===== config.mk =====
export PLATFORM = sky130hd
export DESIGN_NAME = game_state_ctrl
export DESIGN_NICKNAME = d
export VERILOG_FILES = /design/src/rtl/game_state_ctrl.sv
export SDC_FILE = /design/constraint.sdc
export NUM_CORES = 1
export LEC_CHECK = 0
export CORE_MARGIN = 2
export CORE_UTILIZATION = 55
export DETAILED_ROUTE_END_ITERATION = 8
export HOLD_SLACK_MARGIN = 0.08
export PLACE_DENSITY = 0.78
export SLEW_MARGIN = 20
export SYNTH_ARGS = -nofsm -noshare
export SYNTH_HDL_FRONTEND = slang
export SYNTH_SLANG_ARGS = --single-unit

===== constraint.sdc =====
create_clock -name clk -period 6.6 [get_ports clk]
set_clock_uncertainty 0.15 [all_clocks]
set_input_delay 1.32 -clock clk [delete_from_list [all_inputs] [get_ports clk]]
set_output_delay 1.32 -clock clk [all_outputs]
set_load 0.01 [all_outputs]

===== src/rtl/game_state_ctrl.sv =====
// Game session controller: MENU -> PLAY -> OVER -> MENU sequencing with
// start-edge game selection, tick-based play timeout and a timed OVER hold.
module game_state_ctrl #(
  parameter int unsigned NUM_GAMES     = 3,
  parameter int unsigned GAME_W        = 4,
  parameter int unsigned TIMEOUT_TICKS = 600,
  parameter int unsigned HOLD_TICKS    = 5
) (
  input  logic              clk,
  input  logic              rst,
  input  logic              game_start,
  input  logic              game_finish,
  input  logic [GAME_W-1:0] game_id_in,
  input  logic              tick,
  output logic [1:0]        game_select,
  output logic [GAME_W-1:0] active_game,
  output logic [15:0]       play_ticks,
  output logic              timed_out,
  output logic              state_pulse
);

  typedef enum logic [1:0] {
    S_MENU = 2'b01,
    S_PLAY = 2'b10,
    S_OVER = 2'b11
  } state_t;

  localparam logic [15:0] TIMEOUT_LIM = 16'(TIMEOUT_TICKS);
  localparam logic [15:0] HOLD_LIM    = 16'(HOLD_TICKS);
  localparam bit          TIMEOUT_EN  = (TIMEOUT_TICKS != 0);

  state_t      state, state_next;
  logic        start_prev;
  logic        start_edge;
  logic        id_valid;
  logic        start_accept;
  logic        timeout_hit;
  logic        timeout_exit;
  logic [15:0] play_ticks_inc;
  logic [15:0] hold_cnt;
  logic [15:0] hold_inc;

  // start_prev resets high so a start level held through reset is not an edge
  assign start_edge     = game_start & ~start_prev;
  assign id_valid       = (32'(game_id_in) < NUM_GAMES);
  assign play_ticks_inc = (play_ticks == 16'hFFFF) ? play_ticks : play_ticks + 16'd1;
  assign hold_inc       = hold_cnt + 16'd1;
  assign timeout_hit    = TIMEOUT_EN && tick && (play_ticks_inc == TIMEOUT_LIM);
  assign game_select    = state;

  always_comb begin
    state_next   = state;
    start_accept = 1'b0;
    timeout_exit = 1'b0;
    case (state)
      S_MENU: begin
        if (start_edge && id_valid) begin
          state_next   = S_PLAY;
          start_accept = 1'b1;
        end
      end
      S_PLAY: begin
        // A finish in the same cycle as the timeout tick takes priority
        if (game_finish) begin
          state_next = S_OVER;
        end else if (timeout_hit) begin
          state_next   = S_OVER;
          timeout_exit = 1'b1;
        end
      end
      S_OVER: begin
        if (tick && (hold_inc == HOLD_LIM)) begin
          state_next = S_MENU;
        end
      end
      default: state_next = S_MENU;
    endcase
  end

  always_ff @(posedge clk or posedge rst) begin
    if (rst) begin
      state       <= S_MENU;
      state_pulse <= 1'b0;
      start_prev  <= 1'b1;
    end else begin
      state       <= state_next;
      state_pulse <= (state_next != state);
      start_prev  <= game_start;
    end
  end

  always_ff @(posedge clk or posedge rst) begin
    if (rst) begin
      active_game <= '0;
      play_ticks  <= '0;
      timed_out   <= 1'b0;
    end else if (start_accept) begin
      active_game <= game_id_in;
      play_ticks  <= '0;
      timed_out   <= 1'b0;
    end else if (state == S_PLAY) begin
      if (tick) begin
        play_ticks <= play_ticks_inc;
      end
      if (timeout_exit) begin
        timed_out <= 1'b1;
      end
    end
  end

  // Held at zero throughout PLAY so it is already clear on entry to OVER
  always_ff @(posedge clk or posedge rst) begin
    if (rst) begin
      hold_cnt <= '0;
    end else if (state == S_PLAY) begin
      hold_cnt <= '0;
    end else if ((state == S_OVER) && tick) begin
      hold_cnt <= hold_inc;
    end
  end

endmodule

# ---- Word level (Yosys, flattened, before mapping)
# Index checks and enable logic that the tools add are counted.
dict set report totals {
  register_bits 41
  in_bits 9
  output_inout_bits 24
  wordCells 48
}
dict set report classes {
  addsub 2
  order_cmp 1
  eq_ne 7
  muxes 19
  bitwise_logic 2
  n_reduce_logical 10
}
# operator count
set op_table {}
lappend op_table {{16-bit 2-to-1 mux} 6}
lappend op_table {{16-bit by 1-bit adder with 16-bit output (second input constant)} 2}
lappend op_table {{16-bit by 10-bit == test with 1-bit output (second input constant)} 1}
lappend op_table {{16-bit == test (second input constant)} 1}
lappend op_table {{16-bit by 3-bit == test with 1-bit output (second input constant)} 1}
lappend op_table {{1-bit 2-to-1 mux} 8}
lappend op_table {{2-bit 2-to-1 mux} 4}
lappend op_table {{2-bit nonzero test} 4}
lappend op_table {{2-bit one-hot mux with 3 select lines} 1}
lappend op_table {{2-bit == test (second input constant)} 2}
lappend op_table {{1-bit logical AND} 4}
lappend op_table {{4-bit by 2-bit < comparator with 1-bit output (second input constant)} 1}
lappend op_table {{2-bit AND reduction} 2}
lappend op_table {{2-bit by 1-bit == test with 1-bit output (second input constant)} 1}
lappend op_table {{2-bit inequality test} 1}
lappend op_table {{1-bit AND} 1}
lappend op_table {{1-bit NOT} 1}

# ---- Logic depth before layout (Yosys ltp)
# Gate-level depths: netlist (run 1).
dict set report depth {
  depth_word 10
  depth_mapped 8
  mapped_depth_nobuf 8
}

# ---- Worst setup path before layout (run 1)
# OpenSTA, ideal clock, no wires.
dict set report synth_timing {
  path_type {input to register}
  start {in tick}
  end {reg state[1], in the netlist game_select[1]}
  setup_time_ns 0.118
  t_arrival_ns 2.464
  required_time_ns 6.332
  setup_slack_ns 3.868
  path_stages 6
  path_buffers 0
  path_cell_list {nand2_1 > nor4_1 > o221ai_1 > a2111oi_0 > nand3_1 > a21o_1}
}
dict set report synth_between {
  elab_chain_cells 4
  elab_cells_between_ends 6
  cone_classes {4 x mux; 2 x reduce/logical}
}
# element line
set synth_lines {}
lappend synth_lines {{start, declared} 14} ;# input logic tick,
lappend synth_lines {{1-bit logical AND} 48} ;# assign timeout_hit = TIMEOUT_EN && tick && (play_ticks_inc == TIMEOUT_LIM);
lappend synth_lines {{2-bit 2-to-1 mux} 66} ;# end else if (timeout_hit) begin
lappend synth_lines {{2-bit 2-to-1 mux} 64} ;# if (game_finish) begin
lappend synth_lines {{2-bit one-hot mux with 3 select lines *} 55} ;# case (state)
lappend synth_lines {{net state_next[1]} 32} ;# state_t state, state_next;
lappend synth_lines {{end signal, assigned} 86} ;# state <= state_next;
lappend synth_lines {{end, declared} 32}
# The timed path passes the listed nets; every way through them passes the cells marked *.
# A chain may end at the register's enable or synchronous reset.

# ---- Final worst setup path (run 1)
dict set report layout_timing {
  start {in tick}
  end {reg play_ticks[4]}
}
dict set report layout_between {
  elab_chain_cells 2
}
# element line
set layout_lines {}
lappend layout_lines {{2-bit nonzero test (no line)} n/a}
lappend layout_lines {{2-bit AND reduction (no line)} n/a}
lappend layout_lines {{end signal, assigned} 103} ;# play_ticks <= play_ticks_inc;
lappend layout_lines {{end, declared} 17} ;# output logic [15:0] play_ticks,
# Every way passes these cells.

==> flow_metrics.tcl, run 1 <==
set metrics [dict create \
    status "complete, no violations" \
    layout.cells.non_filler 378 \
    synth-simple-area-share 0.2777 \
    final_nets 337 \
    clk_path_buf_depth 2 \
    multi_input_comb_area_sq_um 1394 \
    finalSetupTns_ns 0 \
    r2r-end "state_pulse$_DFF_PP0_" \
    rrSetupSlack_ns 3.77 \
    syn_avg_cell_area_sq_um 8.252 \
    period_needed_ns 3.288 \
    synth_edf_count 0 \
    firstDrtPassIters 5 \
    synth_cells 309 \
    cts-root-buf "clkbuf_8" \
    maxCapViolations 0 \
    wirelength_mm 6.302 \
    io_pins 33 \
    total_leakage_power_uw 0.001215 \
    cts_resized 0 \
    period_share 0.4982 \
    synth_top_family_by_area "simple AND/OR/NAND/NOR gates" \
    finalPower_uw 658.0 \
    gp_congestion 0.9668 \
    vias_per_cell 6.550 \
    drive_gt1_frac 0.04908 \
    synthToLayoutAreaGrowth_pct 16.44 \
    hold_viol_final 0 \
    synth_mux_area_frac 0.007851 \
    die_h_um 72.09 \
    clk_latency_ns 0.31 \
    final_cell_mix "o21ai_0, dfrtp_1, clkdlybuf4s50_1" \
    fp.dieW_um 72.09 \
    grt_max_degree 42 \
    num_vias 2476 \
    cts-buffers-inserted 5 \
    post-dp-hpwl_mm 4.299 \
    critPathSlowestCell "clkdlybuf4s50_1" \
    tightest_slew_ns 0.6480 \
    path_clk_slew_ns 0.07 \
    core-area_sq_um 4414 \
    worst_ep_arrival_time_ns 3.33 \
    ys_seq_elements 41 \
    port_buffers 32 \
    syn_nets 321 \
    min_to "active_game[1]$_DFFE_PP0P_" \
    drc_errors 0 \
    grt_setup_unrepaired "false" \
    slew_headroom 0.5668 \
    path_delay_family "simple AND/OR/NAND/NOR gates" \
    rr_startpoint "play_ticks[3]$_DFFE_PP0P_" \
    drt_first_iter_violations 257 \
    grt_overflow_total 0 \
    min_path_type "reg -> reg" \
    worstPathRequired_ns 6.65 \
    synth_top_flop_cell "dfrtp_1" \
    synthAdderAreaFrac 0.01472 \
    final_common_cell "o21ai_0" \
    hold_buffers 0 \
    crit_path_end_kind "register" \
    grt_pass1_vias 2179 \
    path_cells "clkdlybuf4s50_1 > nand3_1 > nor2_1 > a31oi_1 > a22o_1" \
    power_density_nw_per_um2 221.6 \
    rows 24 \
    worstSetupPathType "in -> reg" \
    antenna_left 0 \
    post-route-util 0.6726 \
    worstPathMaxFanout 16 \
    async_reset_ff_frac 1.000 \
    grt_pass1_wl_mm 10.58 \
    tritoncts "done" \
    place_inst 370 \
    setup_viol 0 \
    ys_seq_area_frac 0.4033 \
    peakVddDrop_uv 152.2 \
    max_freq_ghz 0.3041 \
    hold_depth 2 \
    synth_xor_area_frac 0.03778 \
    fillers 404 \
    gr-usage-all-layers 0.2578 \
    wl_per_cell_um 16.67 \
    cp_num_buf_inv 1 \
    syn_area_sq_um 2550 \
    ys_types 47 \
    synth_warnings 0 \
    slew_violations 0 \
    initial_core_util 0.5777 \
    clock-sinks 41 \
    startpoint "tick" \
    min_from "active_game[1]$_DFFE_PP0P_" \
    slowest_delay_ns 0.58 \
    diodes 0 \
    worst-r2r-cell-count 6 \
    htreeDepth 2 \
    post_cts_buffers 0 \
    crit_path_start_kind "input pin" \
    ff_latch_area_sq_um 1028 \
    antenna_found_initial 0 \
    dieArea_sq_um 5197 \
    synth_compound_area_frac 0.2085 \
]
[how the worst max path moves through the flow]
stage | to | depth (start not counted)
4_1_cts | play_ticks[4]$_DFFE_PP0P_ | 5
3_5_place_dp | play_ticks[4]$_DFFE_PP0P_ | 5
2_1_floorplan | game_select[1]$_DFF_PP0_ | 6
5_1_grt | state_pulse$_DFF_PP0_ | 7
3_3_place_gp | game_select[1]$_DFF_PP0_ | 7
6_report | play_ticks[4]$_DFFE_PP0P_ | 5
[flip-flops by register name, indices dropped and copies added (netlist names)]
name         count
active_game      4
game_select      2
hold_cnt        16
play_ticks      16
start_prev       1
state_pulse      1
timed_out        1
[Yosys cell counts (4+ instances only)]
| cell type | instances | area [sq um] |
|---|---|---|
| nand3_1 | 18 | 90.09 |
| nand4_1 | 13 | 81.33 |
| a211oi_1 | 4 | 30.03 |
| and3_1 | 14 | 87.58 |
| nor2_1 | 19 | 71.32 |
| xnor2_1 | 8 | 70.07 |
| inv_1 | 7 | 26.28 |
| buf_2 | 5 | 25.02 |
| clkbuf_1 | 19 | 71.32 |
| nor3_1 | 10 | 50.05 |
| nand2_1 | 27 | 101.4 |
| and2_1 | 9 | 56.30 |
| dfrtp_1 | 39 | 975.9 |
| a31oi_1 | 11 | 68.82 |
| o21ai_0 | 46 | 230.2 |
| a21oi_1 | 8 | 40.04 |
| and4_1 | 6 | 52.55 |
[layout make-up]
type                    count  share of cell area
well taps                  52             0.02191
flip-flops and latches     41              0.3464
clock buffers               6             0.02781
inverters                   7            0.008850
multi-input cells         236              0.4694
repair buffers             34              0.1129
clock inverters             2             0.01264
[power breakdown]
group | total [uW] | switching (uW) | internal, uW | leakage (uW)
sequential | 303 | 29.4 | 274 | 0.000557
clock | 217 | 94.2 | 123 | 0.0000574
combinational | 138 | 73.4 | 64.2 | 0.000600
total | 658 | 197 | 461 | 0.00122
[layer usage]
layer	vias up	global-route usage	part of all wire
met4	0	0.08386	0.011
met2	90	0.3660	0.45
met1	1207	0.3926	0.48
met3	8	0.05278	0.066
met5	-	0	0
li1	1171	-	-
[tightest hold or removal path, cell delays in order, from the launching register on]
cell and delay [ns]:
dfrtp_1 0.34, nand2_1 0.05, nand2_1 0.06
[through the flow]
stage,area (sq um),setup slack [ns],hold WS [ns]
floorplan,2550,3.868,0.3286
global placement,2849,3.097,0.3146
detailed placement,2849,3.043,0.3131
CTS,2969,3.354,0.3304
global route,2969,3.174,0.3691
finish,2969,3.312,0.3267
[logic make-up after synthesis]
| family | count (synthesis) |
|---|---|
| compound gates | 89 |
| xor+xnor | 11 |
| fa+ha+maj | 3 |
| buf+inv | 32 |
| flops | 41 |
| mux | 2 |
| simple gates | 131 |
(Power assumes the default switching activity.)
==> run 2: changes to the inputs <==
==> constraint.sdc (replaced) <==
create_clock -name clk -period 3.3 [get_ports clk]
set_clock_uncertainty 0.15 [all_clocks]
set_input_delay 0.66 -clock clk [delete_from_list [all_inputs] [get_ports clk]]
set_output_delay 0.66 -clock clk [all_outputs]
set_load 0.01 [all_outputs]
==> flow_metrics.tcl, run 2 (synthesis gave the netlist of run 1 again) <==
set metrics [dict create \
    htreeDepth 2 \
    antenna_found_initial 0 \
    drt_first_iter_violations 187 \
    final_cell_mix "o21ai_0, dfrtp_1, clkdlybuf4s50_1" \
    max_freq_ghz 0.3640 \
    hold_viol_final 0 \
    grt_setup_unrepaired "false" \
    cts-buffers-inserted 5 \
    grt_pass1_wl_mm 10.87 \
    period_share 0.8325 \
    rrSetupSlack_ns 0.55 \
    p_clk_frac 0.324 \
    layout.cells.non_filler 381 \
    setup_ws_ns 0.5528 \
    port_buffers 32 \
    clock-sinks 41 \
    crit_path_end_kind "register" \
    drc_errors 0 \
    status "complete, no violations" \
    fillers 353 \
    largest_registers "hold_cnt (16), play_ticks (16), active_game (4)" \
    pwr-share-seq 0.465 \
    post_cts_buffers 0 \
    fp.dieW_um 72.09 \
    p_comb_frac 0.211 \
    gp_congestion 1.012 \
    io_pins 33 \
    antenna_left 0 \
    diodes 0 \
    worstPathRequired_ns 3.37 \
    grt_pass1_vias 2237 \
    post-dp-hpwl_mm 4.332 \
    internal_power_uw 923.6 \
    wirelength_mm 6.274 \
    p_sw_uw 382.5 \
    grt_overflow_total 0 \
    hold_buffers 0 \
    clk_path_buf_depth 2 \
    slew_headroom 0.5722 \
    drive_gt1_frac 0.05471 \
    cts-root-buf "clkbuf_8" \
    power_density_nw_per_um2 437.1 \
    cts_resized 0 \
    dieArea_sq_um 5197 \
    final_nets 340 \
    final_common_cell "o21ai_0" \
    worst_ep_arrival_time_ns 2.81 \
    worstPathMaxFanout 8 \
    power.share.switching 0.2929 \
    firstDrtPassIters 5 \
    vias_per_cell 6.520 \
    tritoncts "done" \
    slew_violations 0 \
    die_h_um 72.09 \
    num_vias 2484 \
    maxCapViolations 0 \
    total_leakage_power_uw 0.001230 \
    min_path_type "reg -> reg" \
    post-place-ws_ns 0.4534 \
    ff_latch_area_sq_um 1028 \
    finalSetupTns_ns 0 \
    clk_latency_ns 0.29 \
    peakVddDrop_uv 336.1 \
    period_needed_ns 2.747 \
    worst-r2r-cell-count 7 \
    hold_depth 2 \
    rows 24 \
    tightest_slew_ns 0.6359 \
    setup_viol 0 \
    synthToLayoutAreaGrowth_pct 17.17 \
    crit_path_start_kind "register" \
    core-area_sq_um 4414 \
    multi_input_comb_area_sq_um 1394 \
    grt_max_degree 42 \
    path_clk_slew_ns 0.08 \
    gr-usage-all-layers 0.2622 \
    wl_per_cell_um 16.47 \
    place_inst 373 \
    worstSetupPathType "reg -> reg" \
    initial_core_util 0.5777 \
]
## run 2: area by class of cell
| class | count | share of cell area |
|---|---|---|
| clock inverters | 1 | 0.01005 |
| multi-input cells | 236 | 0.4665 |
| well taps | 52 | 0.02178 |
| clock buffers | 7 | 0.02889 |
| flip-flops and latches | 41 | 0.3442 |
| inverters | 7 | 0.008794 |
| repair buffers | 37 | 0.1198 |
## run 2: path summary, 6_finish.rpt
| check | start | to |
|---|---|---|
| max in group asynchronous | rst | start_prev$_DFF_PP1_ |
| hold reg to reg | active_game[0]$_DFFE_PP0P_ | active_game[0]$_DFFE_PP0P_ |
| hold / removal | active_game[0]$_DFFE_PP0P_ | active_game[0]$_DFFE_PP0P_ |
| setup reg to reg | play_ticks[0]$_DFFE_PP0P_ | state_pulse$_DFF_PP0_ |
| min in group asynchronous | rst | hold_cnt[14]$_DFFE_PP0P_ |
| setup / recovery | play_ticks[0]$_DFFE_PP0P_ | state_pulse$_DFF_PP0_ |
## run 2: worst max-delay path, stage by stage, from the launching register on
cell and delay, ns:
dfrtp_1 0.49, ha_1 0.29, nand3_1 0.16, or4_1 0.59
a211oi_1 0.29, o22ai_1 0.11, or4_4 0.44, a32oi_1 0.15
## run 2: metal layers
metal | up-vias | wire [um] | GRT usage
met5 | - | 0 | 0
met4 | 0 | 89 | 0.08176
met3 | 10 | 411 | 0.07222
met2 | 105 | 2709 | 0.3680
met1 | 1189 | 3064 | 0.3933
li1 | 1180 | - | -
## run 2: power by group through the flow
stage          Clock [uW]  Combinational, uW  Sequential, uW
2_1_floorplan           0                167             605
3_3_place_gp            0                272             611
3_5_place_dp            0                276             615
4_1_cts               430                278             606
5_1_grt               453                313             615
6_report              423                276             607
## run 2: metrics by stage
step	hold WS (ns)	power [uW]	instance area (sq um)	utilization
after CTS	0.3440	1314	2988	0.6769
after floorplan	0.3286	772.3	2550	-
after detailed placement	0.3191	891.3	2872	0.6505
after global placement	0.3111	882.9	2872	0.6505
after global routing	0.3755	1382	2988	0.6769
final	0.3357	1306	2988	0.6769
